## src/rtl/constraint_eval_arbiter_pkg.sv

```systemverilog
// Shared types and constants for the constraint evaluation arbiter.
package constraint_eval_arbiter_pkg;

  // Main control FSM states
  typedef enum logic [1:0] {
    StIdle,
    StEval,
    StHold
  } state_e;

  // Shift amount loaded on reset
  localparam logic [2:0] ShamtRst = 3'd3;

  // Width of the saturating satisfied-result counter
  localparam int unsigned SatCountW = 16;

endpackage

```

## src/rtl/constraint_eval_arbiter_rr_arbiter.sv

```systemverilog
// Round-robin arbiter: one-hot grant, search starts after the last granted index.
module rr_arbiter #(
  parameter int unsigned NREQ = 4
) (
  input  logic            clk,
  input  logic            rst,
  input  logic [NREQ-1:0] req,
  input  logic            en,
  output logic [NREQ-1:0] gnt,
  output logic [2:0]      gnt_idx
);

  // Index where the next search begins
  logic [2:0]      ptr_q;
  logic [2:0]      ptr_d;
  logic [3:0]      idx;
  logic [NREQ-1:0] rot;
  logic            found;

  // Rotating priority search starting at ptr_q, wrapping at NREQ
  always_comb begin
    gnt     = '0;
    gnt_idx = '0;
    found   = 1'b0;
    idx     = '0;
    rot     = '0;
    for (int i = 0; i < int'(NREQ); i++) begin
      idx = {1'b0, ptr_q} + 4'(i);
      if (idx >= 4'(NREQ)) begin
        idx = idx - 4'(NREQ);
      end
      rot = req >> idx;
      if (!found && rot[0]) begin
        found   = 1'b1;
        gnt     = {{(NREQ-1){1'b0}}, 1'b1} << idx;
        gnt_idx = idx[2:0];
      end
    end
  end

  // Next search starts one past the winner
  always_comb begin
    ptr_d = (gnt_idx == 3'(NREQ - 1)) ? 3'd0 : gnt_idx + 3'd1;
  end

  // Pointer moves only when a grant is actually taken
  always_ff @(posedge clk) begin
    if (rst) begin
      ptr_q <= 3'd0;
    end else if (en) begin
      ptr_q <= ptr_d;
    end
  end

endmodule

```

## src/rtl/constraint_eval_arbiter.sv

```systemverilog
// Arbitrates requesters, evaluates |(operand >> shamt) and holds the result
// until accepted, counting satisfied results.
module constraint_eval_arbiter
  import constraint_eval_arbiter_pkg::*;
#(
  parameter int unsigned NREQ = 4,
  parameter int unsigned DW   = 8
) (
  input  logic                 clk,
  input  logic                 rst,
  input  logic [NREQ-1:0]      req_valid,
  input  logic [NREQ*DW-1:0]   req_data,
  output logic [NREQ-1:0]      req_ready,
  input  logic                 cfg_we,
  input  logic [2:0]           cfg_shamt,
  output logic                 cfg_busy,
  output logic                 rsp_valid,
  input  logic                 rsp_ready,
  output logic [2:0]           rsp_id,
  output logic                 rsp_sat,
  output logic [SatCountW-1:0] sat_count
);

  state_e               state_q, state_d;
  logic [DW-1:0]        operand_q;
  logic [DW-1:0]        operand_sel;
  logic [2:0]           id_q;
  logic [2:0]           shamt_q;
  logic                 rsp_valid_q;
  logic [2:0]           rsp_id_q;
  logic                 rsp_sat_q;
  logic [SatCountW-1:0] sat_count_q;
  logic [NREQ-1:0]      gnt;
  logic [2:0]           gnt_idx;
  logic                 grant;
  logic                 handshake;
  logic                 eval_sat;

  rr_arbiter #(
    .NREQ(NREQ)
  ) u_rr_arbiter (
    .clk    (clk),
    .rst    (rst),
    .req    (req_valid),
    .en     (grant),
    .gnt    (gnt),
    .gnt_idx(gnt_idx)
  );

  // Grant/handshake decode, operand select and constraint evaluation
  always_comb begin
    grant       = !rst && (state_q == StIdle) && (|req_valid);
    handshake   = (state_q == StHold) && rsp_valid_q && rsp_ready;
    operand_sel = DW'(req_data >> (32'(gnt_idx) * DW));
    // Shifts of DW or more clear every bit
    eval_sat    = (32'(shamt_q) >= DW) ? 1'b0 : |(operand_q >> shamt_q);
  end

  // Next-state logic
  always_comb begin
    state_d = state_q;
    unique case (state_q)
      StIdle:  if (grant) state_d = StEval;
      StEval:  state_d = StHold;
      StHold:  if (handshake) state_d = StIdle;
      default: state_d = StIdle;
    endcase
  end

  // State, operand capture, config, registered response and counter
  always_ff @(posedge clk) begin
    if (rst) begin
      state_q     <= StIdle;
      operand_q   <= '0;
      id_q        <= '0;
      shamt_q     <= ShamtRst;
      rsp_valid_q <= 1'b0;
      rsp_id_q    <= '0;
      rsp_sat_q   <= 1'b0;
      sat_count_q <= '0;
    end else begin
      state_q <= state_d;
      // A write coinciding with a grant lands before EVAL reads shamt_q
      if (cfg_we && (state_q == StIdle)) begin
        shamt_q <= cfg_shamt;
      end
      if (grant) begin
        operand_q <= operand_sel;
        id_q      <= gnt_idx;
      end
      if (state_q == StEval) begin
        rsp_valid_q <= 1'b1;
        rsp_id_q    <= id_q;
        rsp_sat_q   <= eval_sat;
      end else if (handshake) begin
        rsp_valid_q <= 1'b0;
      end
      if (handshake && rsp_sat_q && (sat_count_q != '1)) begin
        sat_count_q <= sat_count_q + {{(SatCountW-1){1'b0}}, 1'b1};
      end
    end
  end

  // Output drive
  always_comb begin
    req_ready = grant ? gnt : '0;
    cfg_busy  = (state_q != StIdle);
    rsp_valid = rsp_valid_q;
    rsp_id    = rsp_id_q;
    rsp_sat   = rsp_sat_q;
    sat_count = sat_count_q;
  end

endmodule
```

## config.mk

```make
export PLATFORM = sky130hd
export DESIGN_NAME = constraint_eval_arbiter
export DESIGN_NICKNAME = d
export VERILOG_FILES = /design/src/rtl/constraint_eval_arbiter_pkg.sv /design/src/rtl/constraint_eval_arbiter_rr_arbiter.sv /design/src/rtl/constraint_eval_arbiter.sv
export SDC_FILE = /design/constraint.sdc
export NUM_CORES = 1
export LEC_CHECK = 0
export BUFFER_PORTS_ARGS = -buffer_cell sky130_fd_sc_hd__buf_2
export CAP_MARGIN = 20
export CORE_UTILIZATION = 29
export CTS_CLUSTER_SIZE = 16
export DETAILED_ROUTE_END_ITERATION = 12
export SYNTH_ARGS = -nofsm -noshare
export SYNTH_HDL_FRONTEND = slang
export SYNTH_SLANG_ARGS = --single-unit
export TNS_END_PERCENT = 20
```

## constraint.sdc

```tcl
create_clock -name clk -period 3.9 [get_ports clk]
set_input_delay 0.78 -clock clk [delete_from_list [all_inputs] [get_ports clk]]
set_output_delay 0.78 -clock clk [all_outputs]
set_load 0.01 [all_outputs]
```

==> impl_metrics.prom <==
# TYPE chip_impl_metric gauge
chip_impl_info{name="netlist.top_cell.by_area",value="sky130_fd_sc_hd__dfxtp_1"} 1
chip_impl_metric{name="yosys.area.top_type_share",unit="%"} 33.51
chip_impl_metric{name="finalCoreUtilization",unit="%"} 37.04
chip_impl_metric{name="required",unit="ns"} 3.12
chip_impl_metric{name="syn_area_per_cell",unit="um^2"} 8.444
chip_impl_metric{name="syn_to_final_growth",unit="%"} 21.62
chip_impl_metric{name="vias_per_cell",unit=""} 5.046
chip_impl_metric{name="number_of_instances_in_the_synthesized_netlist",unit=""} 283
chip_impl_metric{name="critical_path.max_stage_delay",unit="ns"} 0.53
chip_impl_metric{name="clock-skew-final",unit="ns"} 0.002783
chip_impl_info{name="cts-root-buf",value="sky130_fd_sc_hd__clkbuf_8"} 1
chip_impl_info{name="setup.worst_path.end_class",value="output pin"} 1
chip_impl_metric{name="yosysWarnings",unit=""} 0
chip_impl_metric{name="ys_seq_elements",unit=""} 40
chip_impl_info{name="synth.most_common_cell",value="sky130_fd_sc_hd__dfxtp_1"} 1
chip_impl_metric{name="post_synth_instance_area",unit="um^2"} 2390
chip_impl_metric{name="die_height",unit="um"} 92.78
chip_impl_metric{name="yosys.cell_types.count",unit=""} 49
chip_impl_metric{name="numCtsBuffers",unit=""} 5
chip_impl_metric{name="antenna_found_initial",unit=""} 0
chip_impl_metric{name="mapped_nets",unit=""} 331
chip_impl_info{name="rr_endpoint",value="u_rr_arbiter.ptr_q[1]$_SDFFE_PP0P_"} 1
chip_impl_info{name="ys.flop_type",value="sky130_fd_sc_hd__dfxtp_1"} 1
chip_impl_metric{name="grt_max_degree",unit=""} 32
chip_impl_metric{name="cp_data_arrival_time",unit="ns"} 2.82
chip_impl_metric{name="ctsHtreeMaxLevel",unit=""} 2
chip_impl_info{name="synth_area_leaders",value="sky130_fd_sc_hd__dfxtp_1, sky130_fd_sc_hd__mux2i_1, sky130_fd_sc_hd__nor2_1"} 1
chip_impl_metric{name="ant_diodes",unit=""} 0
chip_impl_metric{name="drt_first_pass_iters",unit=""} 4
chip_impl_metric{name="cts_hold_buffers",unit=""} 0
chip_impl_info{name="crit_slowest_cell",value="sky130_fd_sc_hd__or4_1"} 1
chip_impl_metric{name="wl_per_cell",unit="um"} 12.86
chip_impl_metric{name="row_count",unit=""} 32
chip_impl_metric{name="drv_cap",unit=""} 0
chip_impl_metric{name="via_count_of_the_first_global_routing_pass",unit=""} 2109
chip_impl_metric{name="seq_area_frac_synth",unit="%"} 33.51
chip_impl_metric{name="grt.overflow.total",unit=""} 0
chip_impl_metric{name="tightest_slew",unit="ns"} 0.7670
chip_impl_info{name="unrepaired_setup_endpoints_after_global_routing",value="no"} 1
chip_impl_info{name="timing.setup.critical_path_class",value="flip-flop to output pin"} 1
chip_impl_info{name="synth.top_cells.by_count",value="sky130_fd_sc_hd__dfxtp_1, sky130_fd_sc_hd__nor2_1, sky130_fd_sc_hd__nand2_1"} 1
chip_impl_metric{name="die_width",unit="um"} 92.78
chip_impl_metric{name="min_delay_path_depth",unit=""} 2
chip_impl_metric{name="critPathBufInv",unit=""} 2
chip_impl_metric{name="clk_pin_slew",unit="ns"} 0.07
chip_impl_metric{name="p_per_area",unit="nW/um^2"} 607.0
chip_impl_info{name="crit_path_max_delay_family",value="simple AND/OR/NAND/NOR gates"} 1
chip_impl_metric{name="cts_max_path_buffers",unit=""} 2
chip_impl_metric{name="die_area",unit="um^2"} 8608
chip_impl_metric{name="clock_latency",unit="ns"} 0.28
chip_impl_metric{name="max-slew-margin-rel",unit="%"} 48.47
chip_impl_metric{name="r2r_slack",unit="ns"} 0.78
chip_impl_metric{name="nets",unit=""} 398
chip_impl_metric{name="async_flop_share",unit="%"} 0
chip_impl_metric{name="cts.repair.resized",unit=""} 0
chip_impl_metric{name="layout_setup_ws",unit="ns"} 0.2997
chip_impl_info{name="hold_path.class",value="flip-flop to flip-flop"} 1
chip_impl_metric{name="min_period",unit="ns"} 3.600
chip_impl_metric{name="layout-drive-gt1-share",unit="%"} 26.00
chip_impl_metric{name="port_buffers",unit=""} 68
chip_impl_metric{name="dpl.hpwl",unit="um"} 4486
chip_impl_info{name="worstSetupStartpointType",value="flip-flop"} 1
chip_impl_metric{name="num_io_pins",unit=""} 69
chip_impl_metric{name="cts_post_setup_buffers_inserted",unit=""} 0
chip_impl_metric{name="drt.antenna.violating_nets",unit=""} 0
chip_impl_info{name="reg2reg_from",value="u_rr_arbiter.ptr_q[0]$_SDFFE_PP0P_"} 1
chip_impl_metric{name="worst_ir_drop_vdd",unit="uV"} 167.1
chip_impl_metric{name="gpl.final_weighted_congestion",unit=""} 0.8457
chip_impl_info{name="hold_path_startpoint",value="shamt_q[2]$_SDFFE_PP0P_"} 1
chip_impl_metric{name="slew_violations",unit=""} 0
chip_impl_metric{name="dp_worst_setup_slack",unit="ns"} 0.4527
chip_impl_metric{name="setup_tns",unit="ns"} 0
chip_impl_metric{name="drcViolationCount",unit=""} 0
chip_impl_metric{name="dr.first_iter.drc_count",unit=""} 83
chip_impl_metric{name="achievable-frequency",unit="MHz"} 277.8
chip_impl_info{name="cts_tree",value="yes"} 1
chip_impl_metric{name="cellLeakagePower",unit="nW"} 1.215
chip_impl_metric{name="routed-via-count",unit=""} 2281
chip_impl_metric{name="critPathMaxFanout",unit=""} 9
chip_impl_metric{name="cts_sink_count",unit=""} 40
chip_impl_metric{name="grt_util_all_layers",unit="%"} 14.05
chip_impl_info{name="hold_end",value="shamt_q[2]$_SDFFE_PP0P_"} 1
chip_impl_metric{name="placeableCoreArea",unit="um^2"} 7848
chip_impl_metric{name="finalHoldViolations",unit=""} 0
chip_impl_metric{name="grt_pass1_wl",unit="um"} 9818
chip_impl_metric{name="drt_wl_total",unit="um"} 5811
chip_impl_metric{name="final.period_utilization",unit="%"} 92.31
chip_impl_metric{name="worst_r2r_path_depth",unit=""} 11
chip_impl_metric{name="setup_violations",unit=""} 0
chip_impl_metric{name="floorplan.initialDensity",unit="%"} 30.45
chip_impl_metric{name="whs",unit="ns"} 0.4642
chip_impl_metric{name="number_of_enable_flip_flop_cells_after_synthesis",unit=""} 0
chip_impl_info{name="crit_chain",value="inv_2 > ha_1 > or3_1 > o311a_1 > and2_1 > or4_1 > a21oi_1 > o21a_1 > buf_2"} 1
chip_impl_info{name="status",value="completed"} 1
routing by layer:
layer  vias to the layer above  wire, um  global-route usage, %
li1                       1168         -                      -
met1                      1060      2802                  18.96
met2                        49      2833                  23.04
met3                         4       148                  2.463
met4                         0        26                  3.462
met5                         -         0                      0
cells by family after synthesis:
| family | Yosys count | synth area share, % |
|---|---|---|
| xor gates and xnor gates | 12 | 4.398 |
| buffers and inverters | 24 | 5.131 |
| muxes | 18 | 9.110 |
| adders and majority gates | 5 | 2.618 |
| and+or+nand+nor | 121 | 25.29 |
| DFF | 40 | 33.51 |
| AOI/OAI and AO/OA | 63 | 19.95 |
state kept, by name (all words and copies together), names as in the netlist:
signal / flops
sat_count: 16
operand_q: 8
rsp_valid: 1
shamt_q: 3
rsp_sat: 1
u_rr_arbiter.ptr_q: 3
rsp_id: 3
id_q: 3
state_q: 2
cell type report:
| type | instances | area, um^2 |
|---|---|---|
| Sequential cell | 40 | 800.8 |
| Clock buffer | 7 | 96.34 |
| Multi-Input combinational cell | 219 | 1466 |
| Fill cell | 836 | 4941 |
| Tap cell | 102 | 127.6 |
| Timing Repair Buffer | 72 | 370.4 |
| Inverter | 12 | 45.04 |
where the power goes:
group          switching, mW  internal [mW]
clock network          0.127          0.157
logic                  0.575          0.401
registers             0.0361          0.467
total                  0.739           1.03
cell usage in the layout (no fill, tap or decap), drive strengths merged, types with 3 or more instances in the layout:
cell	n
nor2b	5
mux4	3
nor4	5
a32o	3
a211o	9
nand2b	3
a211oi	4
and3	3
a32oi	4
nor2	37
nand4	8
clkbuf	7
nand3	11
nand2	30
a21oi	16
or3	4
xor2	6
ha	5
o21ai	11
mux2i	15
nor3	4
and2	3
buf	72
xnor2	6
inv	12
o211ai	5
dfxtp	40
tightest hold or removal path, cell delays in order (launching register included):
cell and delay (ns):
sky130_fd_sc_hd__dfxtp_1 0.31, sky130_fd_sc_hd__nand2_1 0.05, sky130_fd_sc_hd__a21oi_1 0.05
metrics by stage:
step                      cells  power, mW  cell area [um^2]
after floorplan             283      1.306              2390
after global placement      445      1.487              2810
after detailed placement    445      1.487              2810
after CTS                   452      1.783              2907
after global routing        452      1.899              2907
final                       452      1.764              2907
worst max-delay path by stage:
stage / slack (ns) / cells after the start / start / endpoint
final: 0.30 / 9 / u_rr_arbiter.ptr_q[0]$_SDFFE_PP0P_ / req_ready[0]
after global routing: 0.16 / 9 / u_rr_arbiter.ptr_q[0]$_SDFFE_PP0P_ / req_ready[0]
after detailed placement: 0.45 / 8 / req_valid[1] / req_ready[0]
after global placement: 0.48 / 8 / req_valid[2] / req_ready[0]
after floorplan: 0.22 / 13 / u_rr_arbiter.ptr_q[1]$_SDFFE_PP0P_ / req_ready[2]
after CTS: 0.28 / 9 / u_rr_arbiter.ptr_q[0]$_SDFFE_PP0P_ / req_ready[0]
No activity file was read; power rests on OpenSTA's default activity.
